==> src/rtl/multu_unit.sv <==
// Sequential radix-2 shift-add unsigned multiplier that owns the HI/LO registers.
// One partial product per clock; stall holds MFHI/MFLO while a multiply is in flight.
module multu_unit #(
    parameter int WIDTH = 32
) (
    input  logic             clk,
    input  logic             reset,
    input  logic             start,
    input  logic [WIDTH-1:0] srca,
    input  logic [WIDTH-1:0] srcb,
    input  logic             rd_req,
    output logic             busy,
    output logic             done,
    output logic             stall,
    output logic [WIDTH-1:0] hi,
    output logic [WIDTH-1:0] lo
);

    localparam int CW = (WIDTH > 1) ? $clog2(WIDTH) : 1;

    typedef enum logic {
        IDLE,
        RUN
    } state_t;

    state_t             state;
    state_t             state_next;
    logic [WIDTH-1:0]   mcand;
    logic [2*WIDTH-1:0] acc;
    logic [2*WIDTH-1:0] acc_step;
    logic [WIDTH-1:0]   addend;
    logic [WIDTH:0]     sum;
    logic [CW-1:0]      count;
    logic               last;
    logic               load;
    logic               finish;

    // The add keeps its carry so the shifted-in top bit is never lost.
    always_comb begin
        addend   = acc[0] ? mcand : '0;
        sum      = {1'b0, acc[2*WIDTH-1:WIDTH]} + {1'b0, addend};
        acc_step = {sum, acc[WIDTH-1:1]};
        last     = (count == CW'(WIDTH - 1));
    end

    always_comb begin
        state_next = state;
        load       = 1'b0;
        finish     = 1'b0;
        case (state)
            IDLE: begin
                if (start) begin
                    load       = 1'b1;
                    state_next = RUN;
                end
            end
            RUN: begin
                if (last) begin
                    finish     = 1'b1;
                    state_next = IDLE;
                end
            end
            default: state_next = IDLE;
        endcase
    end

    always_ff @(posedge clk or posedge reset) begin
        if (reset) begin
            state <= IDLE;
        end else begin
            state <= state_next;
        end
    end

    // HI/LO are only written on the final step, so partial sums never leak out.
    always_ff @(posedge clk or posedge reset) begin
        if (reset) begin
            mcand <= '0;
            acc   <= '0;
            count <= '0;
            hi    <= '0;
            lo    <= '0;
            done  <= 1'b0;
        end else begin
            done <= finish;
            if (load) begin
                mcand <= srca;
                acc   <= {{WIDTH{1'b0}}, srcb};
                count <= '0;
            end else if (state == RUN) begin
                acc   <= acc_step;
                count <= count + 1'b1;
                if (finish) begin
                    hi <= acc_step[2*WIDTH-1:WIDTH];
                    lo <= acc_step[WIDTH-1:0];
                end
            end
        end
    end

    assign busy  = (state == RUN);
    assign stall = rd_req & busy;

endmodule

==> config.mk <==
export PLATFORM = sky130hd
export DESIGN_NAME = multu_unit
export DESIGN_NICKNAME = d
export VERILOG_FILES = /design/src/rtl/multu_unit.sv
export SDC_FILE = /design/constraint.sdc
export NUM_CORES = 1
export LEC_CHECK = 0
export ABC_AREA = 1
export CAP_MARGIN = 25
export CORE_MARGIN = 5
export CORE_UTILIZATION = 55
export DETAILED_ROUTE_END_ITERATION = 10
export PLACE_DENSITY = 0.81
export SYNTH_ARGS = -nofsm -noshare
export SYNTH_HDL_FRONTEND = slang
export SYNTH_SLANG_ARGS = --single-unit
==> constraint.sdc <==
create_clock -name clk -period 7.2 [get_ports clk]
set_input_delay 2.16 -clock clk [delete_from_list [all_inputs] [get_ports clk]]
set_output_delay 2.16 -clock clk [all_outputs]
set_load 0.02 [all_outputs]
# Word-level counts from Yosys, hierarchy flattened
# Cells that the tools add are included.
# Widths: inputs -> output; s select.
# totals
reg_bits,167
in_bits,68
out_inout_bits,67
wordCells,26
# classes
addsub,2
n_eq_ne,1
n_mux,11
n_bitwise,3
reduce_logical,2
# ops
operator,count
$mux 64,2
$add 32x32->33,1
$mux 32,1
$mux 5,2
$add 5x1->5 const B,1
$eq 5x5->1 const B,1
$mux 1,5
$reduce_and 3->1,1
$not 1->1,2
$pmux 1 s2,1
$reduce_bool 2->1,1
$and 1x1->1,1

# Longest topological paths before layout
# Gate-level depths: netlist of run 1.
# depth
depth_word,4
ltp_mapped,17

# Worst setup path before layout of run 1
# OpenSTA, ideal clock, no wires.
# synth_path
path_kind,input to output
from,input rd_req
to,output stall
arrival_time_ns,2.337
slack_ns,2.703
cell_stages,2
n_path_buf,0
cell_sequence,nand2_1 -> inv_1
# synth_via
elab_chain_cells,1
# synth_rtl
element,line_no,source
start: declaration,11,"input logic rd_req,"
$and 1x1->1,102,assign stall = rd_req & busy;
end: declaration,14,"output logic stall,"
# Every way passes these cells.

# Worst setup path in the final report of run 1
# Ends and elaborated chain as after synthesis.

==> results of run 1 <==
==> worst max-delay path by stage <==
| stage | from | end | slack, ps |
|---|---|---|---|
| floorplan | reset | acc[0] | 520 |
| global placement | rd_req | stall | 1720 |
| detailed placement | rd_req | stall | 1710 |
| CTS | rd_req | stall | 1710 |
| global route | rd_req | stall | 1660 |
| finish | rd_req | stall | 1710 |
==> power by group through the flow <==
stage	clock [W]	sequential (W)	combinational (W)
6_report	0.000969	0.00161	0.00241
4_1_cts	0.000980	0.00161	0.00241
3_3_place_gp	0	0.00161	0.00233
3_5_place_dp	0	0.00162	0.00238
2_1_floorplan	0	0.00175	0.00147
5_1_grt	0.00102	0.00166	0.00270
==> Yosys cell counts (3+ instances only) <==
| cell type | n | share of area [%] |
|---|---|---|
| o21bai_1 | 3 | 0.25 |
| o21ai_1 | 6 | 0.33 |
| dfrtp_1 | 167 | 46 |
| nand3_1 | 62 | 3.4 |
| nand3_2 | 3 | 0.33 |
| a21oi_1 | 20 | 1.1 |
| nand2_1 | 528 | 22 |
| and2_1 | 3 | 0.21 |
| inv_1 | 171 | 7.1 |
| inv_2 | 4 | 0.17 |
| buf_2 | 17 | 0.94 |
| o21ai_0 | 51 | 2.8 |
| a22oi_1 | 3 | 0.25 |
| nand3b_1 | 4 | 0.33 |
| nor2_1 | 45 | 1.9 |
| nor2_2 | 6 | 0.42 |
| nand4_1 | 4 | 0.28 |
| ha_1 | 34 | 4.7 |
| nand2_2 | 9 | 0.63 |
| o211ai_1 | 4 | 0.33 |
| o221ai_1 | 25 | 2.4 |
| clkbuf_1 | 23 | 0.96 |
| xnor2_1 | 11 | 1.1 |
| xor2_1 | 3 | 0.29 |
==> area by class of cell <==
| cell class | count | area (um2) |
|---|---|---|
| repair buffers | 143 | 1440 |
| inverters | 176 | 666 |
| flip-flops and latches | 167 | 4180 |
| multi-input cells | 835 | 4000 |
| well taps | 216 | 270 |
| fillers | 1372 | 4810 |
| clock inverters | 15 | 211 |
| clock buffers | 17 | 425 |
==> per-stage QoR <==
step	cells	area, um2
detailed placement	1536	10500
finish	1569	11200
CTS	1568	11200
global route	1569	11200
global placement	1535	10500
floorplan	1218	9000
==> state kept, by name (all words and copies together), names as in the netlist <==
signal  count
busy        1
lo         32
done        1
acc        64
hi         32
mcand      32
count       5
==> metal layers <==
| layer | share of wire, % | up-vias |
|---|---|---|
| met3 | 7.3 | 30 |
| met4 | 1.4 | 0 |
| met5 | 0 | - |
| met1 | 44 | 3749 |
| li1 | - | 4017 |
| met2 | 47 | 255 |
==> critical path: stages <==
cell             delay (ps)
clkdlybuf4s50_1         470
nand2_1                  50
inv_1                    60
clkdlybuf4s50_1         590
==> logic make-up (layout without fill, tap and decap cells) <==
kind of cell	Yosys count	after routing	synth area share, %
flip-flops	167	167	46.4
AND/OR/NAND/NOR	669	669	30.0
buffers and inverters	216	351	9.24
XOR/XNOR	14	14	1.36
AO/OA/AOI/OAI	117	117	8.07
adder cells (fa/ha/maj)	35	35	4.95
==> impl_metrics.csv, run 1 <==
group,metric,value,unit
status,outcome,"completed",
timing,holdWs,478,ps
global_route,grt_max_degree,106,
cts,htreeDepth,4,
hold_path,whs_path_depth,2,
hold_path,hold_end,"hi[20]",
cts,insertion_delay,440,ps
floorplan,fp.dieH,138,um
power_and_ir_drop,swShare,43.0,%
worst_setup_path,arrival,3330,ps
worst_setup_path,regToRegSetupSlack,4330,ps
global_route,grt_pass1_vias,8013,
cts,cts.sink_count,167,
power_and_ir_drop,ir_drop,0.235,mV
timing,finClkSkew,15.6,ps
routing,dr.first_iter.drc_count,589,
global_route,gr-usage-all-layers,26.5,%
timing,slew_violations,0,
timing,hold_viol,0,
flow_run,drv_cap,0,
routing,ant_nets,0,
worst_setup_path,end_kind,"output port",
timing,slew_headroom,37.3,%
timing,period_needed,5490,ps
worst_setup_path,r2r_start,"count[0]",
placement,routabilityCongestion,0.977,
floorplan,dieArea,19000,um2
power_and_ir_drop,p_comb_share,48.3,%
power_and_ir_drop,leakage,6.02,nW
timing,worst_pin_slew,935,ps
yosys,synth_edf_count,0,
timing,finalWorstSetupSlack,1710,ps
routing,wl_per_cell,15.2,um
yosys,synth_area,9000,um2
floorplan,core_area,16000,um2
hold_path,worstHoldStart,"hi[20]",
global_route,met2_usage,41.9,%
timing,max_freq,182,MHz
global_route,overflow,0,
cts,postCtsHoldBufs,0,
worst_setup_path,crit_required,5040,ps
yosys,ys_ff_latch,167,
power_and_ir_drop,clkPwrFrac,19.4,%
worst_setup_path,rr_worst_depth,8,
cts,postCtsSetupBuffers,0,
yosys,synth.net_count,1321,
global_route,grt_busiest_layer,"met2",
cells_and_area,fin_nets,1443,
yosys,synth-main-ff-cell,"dfrtp_1",
routing,routed_via_density,5.13,
floorplan,rows,46,
cells_and_area,finalCoreUtilization,70.0,%
timing,rsz0062_at_grt,"false",
cts,cts_tree,"built",
power_and_ir_drop,power.total,0.00499,W
floorplan,start_util,56.3,%
global_route,grt_pass1_wl,39400,um
placement,dp_worst_setup_slack,1710,ps
routing,num_vias,8051,
yosys,yosysSeqAreaShare,46.4,%
power_and_ir_drop,seqPwrFrac,32.3,%
yosys,async_flop_share,100,%
power_and_ir_drop,powerDensity,446,nW/um2
power_and_ir_drop,switching_power,0.00215,W
routing,routed_wl,23800,um
worst_setup_path,path_class,"in2out",
cts,clockBufferDepth,2,
cells_and_area,layout-drive-gt1-share,5.03,%
yosys,syn_avg_cell_area,7.39,um2
cts,cts_resized,0,
global_route,grtUsageMet3,6.68,%
cells_and_area,final_cell_mix,"527 x nand2_1, 170 x inv_1, 167 x dfrtp_1",
yosys,synth_cells,1218,
yosys,yosysUniqueCellTypes,33,
timing,setup_violations,0,
cells_and_area,area_delta_synth_final,24.3,%
timing,fin_setup_tns,0,ps
worst_setup_path,crit_path_start_kind,"primary input",
cts,tritoncts.num_buffers,17,
worst_setup_path,r2r-end,"hi[15]",
placement,hpwl,16900,um
cells_and_area,n_antenna_cell,0,
timing,finalCritPeriodShare,76.2,%
routing,drc,0,
cells_and_area,layout_commonest_cell,"nand2_1",
cts,cts-root-buf,"clkbuf_16",
hold_path,hold_path_class,"reg2reg",
power_and_ir_drop,power.internal,0.00284,W
floorplan,pin_count,135,
global_route,use_met1,36.9,%
floorplan,die_x,138,um
routing,firstDrtPassIters,7,
placement,port-buffer-count,134,
yosys,yosysWarnings,0,
global_route,grt_antenna_before_repair,0,
worst_setup_path,critPathMaxFanout,1,
cts,clk_pin_slew_worst_paths,70,ps
No activity file was read; power rests on OpenSTA's default activity.
==> run 2, diff against run 1 <==
CORE_UTILIZATION = 50   (was 55)
PLACE_DENSITY = 0.78   (was 0.81)
clock period = 4.99 ns   (was 7.2 ns; I/O delays follow)
==> run 2 against run 1 <==
First-iteration DRC count is 7.6% lower. Setup slack worse by 890 ps. Die area up 9.3%. Largest cell class unchanged.
==> impl_metrics.csv, run 2 (synthesized netlist as in run 1, its figures left out) <==
group,metric,value,unit
worst_setup_path,cp_cell_sequence,"clkdlybuf4s50_1 -> nand2_1 -> inv_1 -> clkdlybuf4s50_1",
worst_setup_path,path_class,"in2out",
timing,max_freq,240,MHz
cells_and_area,n_antenna_cell,0,
placement,port-buffer-count,134,
hold_path,whs_path_depth,2,
worst_setup_path,crit_path_start_kind,"primary input",
placement,hpwl,16400,um
floorplan,core_area,17800,um2
routing,wl_per_cell,14.7,um
global_route,grt_max_degree,168,
cts,cts_resized,0,
cts,tritoncts.num_buffers,17,
floorplan,start_util,50.5,%
worst_setup_path,max_stage_delay,590,ps
global_route,overflow,0,
cells_and_area,multi_input_area,4000,um2
cts,cts-root-buf,"clkbuf_16",
worst_setup_path,r2r-end,"hi[15]",
cells_and_area,largest_reg_flops,64,
status,outcome,"completed",
timing,holdWs,479,ps
worst_setup_path,cpMostUsedCell,"clkdlybuf4s50_1",
worst_setup_path,critPathMaxFanout,1,
timing,rsz0062_at_grt,"false",
floorplan,pin_count,135,
timing,finClkSkew,12.2,ps
timing,slew_violations,0,
routing,routed_via_density,5.06,
timing,worst_pin_slew,1010,ps
floorplan,rows,49,
hold_path,hold_path_class,"reg2reg",
routing,routed_wl,23300,um
timing,slew_headroom,32.9,%
worst_setup_path,r2r_start,"acc[0]",
cells_and_area,largest-register,"acc",
placement,routabilityCongestion,1.01,
worst_setup_path,regToRegSetupSlack,2030,ps
cells_and_area,final_cell_mix,"527 x nand2_1, 170 x inv_1, 167 x dfrtp_1",
power_and_ir_drop,leakage,6.00,nW
worst_setup_path,cp_num_buf_inv,3,
worst_setup_path,arrival,2670,ps
timing,setup_violations,0,
cells_and_area,fillers,1591,
cts,clockBufferDepth,2,
global_route,grt_antenna_before_repair,0,
cts,insertion_delay,440,ps
timing,finalCritPeriodShare,83.4,%
timing,fin_setup_tns,0,ps
worst_setup_path,path_delay_family,"buffers and inverters",
cts,postCtsHoldBufs,0,
cts,cts_tree,"built",
routing,firstDrtPassIters,7,
routing,dr.first_iter.drc_count,544,
timing,hold_viol,0,
timing,period_needed,4160,ps
global_route,grt_pass1_vias,7770,
cts,cts.sink_count,167,
routing,num_vias,7997,
cells_and_area,seq_area,4180,um2
power_and_ir_drop,powerDensity,641,nW/um2
cts,htreeDepth,4,
cts,clk_pin_slew_worst_paths,70,ps
flow_run,drv_cap,0,
global_route,gr-usage-all-layers,23.7,%
worst_setup_path,cp.depth,4,
cells_and_area,layout_commonest_cell,"nand2_1",
routing,ant_nets,0,
power_and_ir_drop,ir_drop,0.328,mV
floorplan,fp.dieH,144,um
cts,postCtsSetupBuffers,0,
worst_setup_path,rr_worst_depth,14,
global_route,grt_pass1_wl,38900,um
routing,drc,0,
floorplan,dieArea,20800,um2
cells_and_area,area_delta_synth_final,24.0,%
cells_and_area,fin_nets,1442,
worst_setup_path,end_kind,"output port",
cells_and_area,layout-drive-gt1-share,4.96,%
worst_setup_path,crit_required,3490,ps
floorplan,die_x,144,um
worst_setup_path,crit_slowest_cell,"clkdlybuf4s50_1",
power_and_ir_drop,power.total,0.00716,W
hold_path,hold_end,"mcand[0]",
hold_path,worstHoldStart,"mcand[0]",
==> run 2: worst max path at each step <==
stage          endpoint  startpoint  slack [ps]
4_1_cts           stall      rd_req         820
6_report          stall      rd_req         830
3_5_place_dp      stall      rd_req         820
3_3_place_gp      stall      rd_req         820
5_1_grt           stall      rd_req         760
2_1_floorplan    acc[0]       reset        1370
==> run 2: area by class of cell <==
class	instances	share of cell area, %
well taps	229	2.57
clock inverters	15	1.65
clock buffers	17	3.81
repair buffers	142	12.8
multi-input cells	835	35.8
flip-flops and latches	167	37.4
inverters	176	5.95
==> run 2: per-stage QoR <==
stage                     instance area, um2  cells  worst slack (ps)  utilization [%]
final                                  11200   1581               826             62.6
after global routing                   11200   1581               761             62.6
after CTS                              11100   1580               817             62.5
after detailed placement               10500   1548               818             59.1
after global placement                 10500   1548               824             59.1
after floorplan                         9010   1218              1370                -
==> run 2: where the power goes <==
part           total (W)  switching (W)  internal (W)
Combinational    0.00344        0.00210       0.00134
Sequential       0.00234       0.000355       0.00199
Clock            0.00137       0.000617      0.000758
Total            0.00716        0.00307       0.00408
==> run 2: routing by layer <==
layer / GRT usage, % / vias to the layer above / routed length (um)
li1: - / 4030 / -
met1: 32.7 / 3699 / 10500
met2: 37.6 / 239 / 10700
met3: 6.22 / 29 / 1690
met4: 5.74 / 0 / 332
met5: 0 / - / 0
==> run 2: tightest hold or removal path: cells and delay by family, from the launching register on <==
kind / cells / cell delay, ps
simple gates: 2 / 100
flops: 1 / 340
==> run 3, diff against run 2 <==
clock period = 3.55 ns   (was 4.99 ns; I/O delays follow)
==> run 3 against run 2 <==
Non-clock buffer count grew 5. Sequential cell count stayed put. Worst hold slack barely moved. Die area unchanged. Critical endpoint unchanged. Combinational power rose by 42%. Clock skew fell by 0.64 ps. Clock power rose by 41%.
==> impl_metrics.csv, run 3 (synthesized netlist as in run 1, its figures left out) <==
group,metric,value,unit
status,outcome,"completed",
worst_setup_path,cpMostUsedCell,"clkdlybuf4s50_1",
cells_and_area,area_delta_synth_final,24.6,%
cells_and_area,layout-drive-gt1-share,5.31,%
floorplan,start_util,50.5,%
timing,setup_violations,0,
global_route,grt_antenna_before_repair,0,
timing,finalCritPeriodShare,92.7,%
floorplan,pin_count,135,
global_route,grt_pass1_vias,7887,
cts,clk_pin_slew_worst_paths,70,ps
worst_setup_path,crit_path_start_kind,"primary input",
routing,ant_nets,0,
placement,port-buffer-count,134,
power_and_ir_drop,ir_drop,0.480,mV
timing,period_needed,3290,ps
floorplan,dieArea,20800,um2
routing,routed_wl,23700,um
worst_setup_path,path_class,"in2out",
cts,tritoncts.num_buffers,17,
worst_setup_path,cp_num_buf_inv,3,
flow_run,drv_cap,0,
routing,drc,0,
routing,routed_via_density,5.04,
cts,clockBufferDepth,2,
worst_setup_path,path_delay_family,"buffers and inverters",
global_route,gr-usage-all-layers,24.1,%
power_and_ir_drop,powerDensity,902,nW/um2
timing,holdWs,479,ps
power_and_ir_drop,seqPwrFrac,32.5,%
worst_setup_path,startpoint,"rd_req",
placement,routabilityCongestion,0.931,
worst_setup_path,max_stage_delay,590,ps
cells_and_area,largest_reg_flops,64,
worst_setup_path,cp_cell_sequence,"clkdlybuf4s50_1 -> nand2_1 -> inv_1 -> clkdlybuf4s50_1",
cts,cts-root-buf,"clkbuf_16",
timing,max_freq,304,MHz
floorplan,core_area,17800,um2
cts,postCtsSetupBuffers,0,
timing,slew_violations,0,
worst_setup_path,arrival,2230,ps
cts,cts_tree,"built",
global_route,grt_pass1_wl,39600,um
cts,insertion_delay,440,ps
cells_and_area,n_antenna_cell,0,
power_and_ir_drop,swShare,43.1,%
cts,cts.sink_count,167,
placement,hpwl,17300,um
timing,fin_setup_tns,0,ps
floorplan,rows,49,
worst_setup_path,regToRegSetupSlack,810,ps
power_and_ir_drop,power.internal,0.00575,W
routing,firstDrtPassIters,5,
cells_and_area,fillers,1569,
cells_and_area,largest-register,"acc",
power_and_ir_drop,switching_power,0.00436,W
worst_setup_path,crit_required,2480,ps
global_route,grt_max_degree,66,
worst_setup_path,critPathMaxFanout,1,
worst_setup_path,r2r_start,"acc[0]",
hold_path,hold_path_class,"reg2reg",
cells_and_area,layout_commonest_cell,"nand2_1",
cts,htreeDepth,4,
timing,worst_pin_slew,661,ps
cells_and_area,final_cell_mix,"527 x nand2_1, 170 x inv_1, 167 x dfrtp_1",
timing,slew_headroom,55.9,%
routing,num_vias,7986,
hold_path,worstHoldStart,"hi[19]",
power_and_ir_drop,leakage,6.03,nW
worst_setup_path,crit_slowest_cell,"clkdlybuf4s50_1",
routing,wl_per_cell,15.0,um
timing,finClkSkew,11.5,ps
global_route,overflow,0,
cells_and_area,fin_nets,1447,
floorplan,fp.dieH,144,um
timing,hold_viol,0,
worst_setup_path,end_kind,"output port",
cts,cts_resized,0,
timing,rsz0062_at_grt,"false",
routing,dr.first_iter.drc_count,588,
floorplan,die_x,144,um
power_and_ir_drop,p_comb_share,48.4,%
power_and_ir_drop,clkPwrFrac,19.1,%
cells_and_area,finalCoreUtilization,62.9,%
cts,postCtsHoldBufs,0,
-- run 3: worst register-to-register path, delay by kind of cell, from the launching register on --
kind | cells | cell delay [ps]
adder cells (fa/ha/maj) | 1 | 280
buffers and inverters | 3 | 500
AND/OR/NAND/NOR | 6 | 730
flip-flops | 1 | 670
AO/OA/AOI/OAI | 2 | 470
-- run 3: area by class of cell --
cell class,instances,area [um2],share of cell area [%]
Tap cell,229,287,2.55
Multi-Input combinational cell,835,4000,35.7
Sequential cell,167,4180,37.3
Clock buffer,17,425,3.79
Clock inverter,15,186,1.66
Timing Repair Buffer,147,1480,13.2
Inverter,176,664,5.92
-- run 3: layer usage --
| layer | vias up | global-route usage [%] | routed length [um] |
|---|---|---|---|
| met1 | 3716 | 33.3 | 10700 |
| met4 | 0 | 6.43 | 436 |
| met3 | 35 | 6.22 | 1680 |
| met5 | - | 0 | 0 |
| li1 | 4020 | - | - |
| met2 | 215 | 38.2 | 10900 |
-- run 3: final timing paths --
check | end | cells past startpoint
max in group asynchronous | lo[5] | 3
min in group asynchronous | lo[31] | 2
worst max-delay path | stall | 4
worst min-delay path | hi[19] | 2
worst min register to register | hi[19] | 2
worst max register to register | hi[28] | 12
-- run 3: metrics by stage --
step / cells / power [W] / area (um2) / setup WS [ps]
CTS: 1586 / 0.0102 / 11200 / 254
detailed placement: 1554 / 0.00817 / 10600 / 260
finish: 1586 / 0.0101 / 11200 / 260
floorplan: 1218 / 0.00652 / 9010 / 358
global route: 1586 / 0.0109 / 11200 / 217
global placement: 1554 / 0.00804 / 10600 / 255
-- run 3: power by group through the flow --
| stage | sequential (W) | combinational, W | clock (W) |
|---|---|---|---|
| 4_1_cts | 0.00329 | 0.00490 | 0.00196 |
| 2_1_floorplan | 0.00354 | 0.00298 | 0 |
| 3_3_place_gp | 0.00328 | 0.00476 | 0 |
| 5_1_grt | 0.00340 | 0.00550 | 0.00204 |
| 6_report | 0.00329 | 0.00490 | 0.00193 |
| 3_5_place_dp | 0.00330 | 0.00487 | 0 |
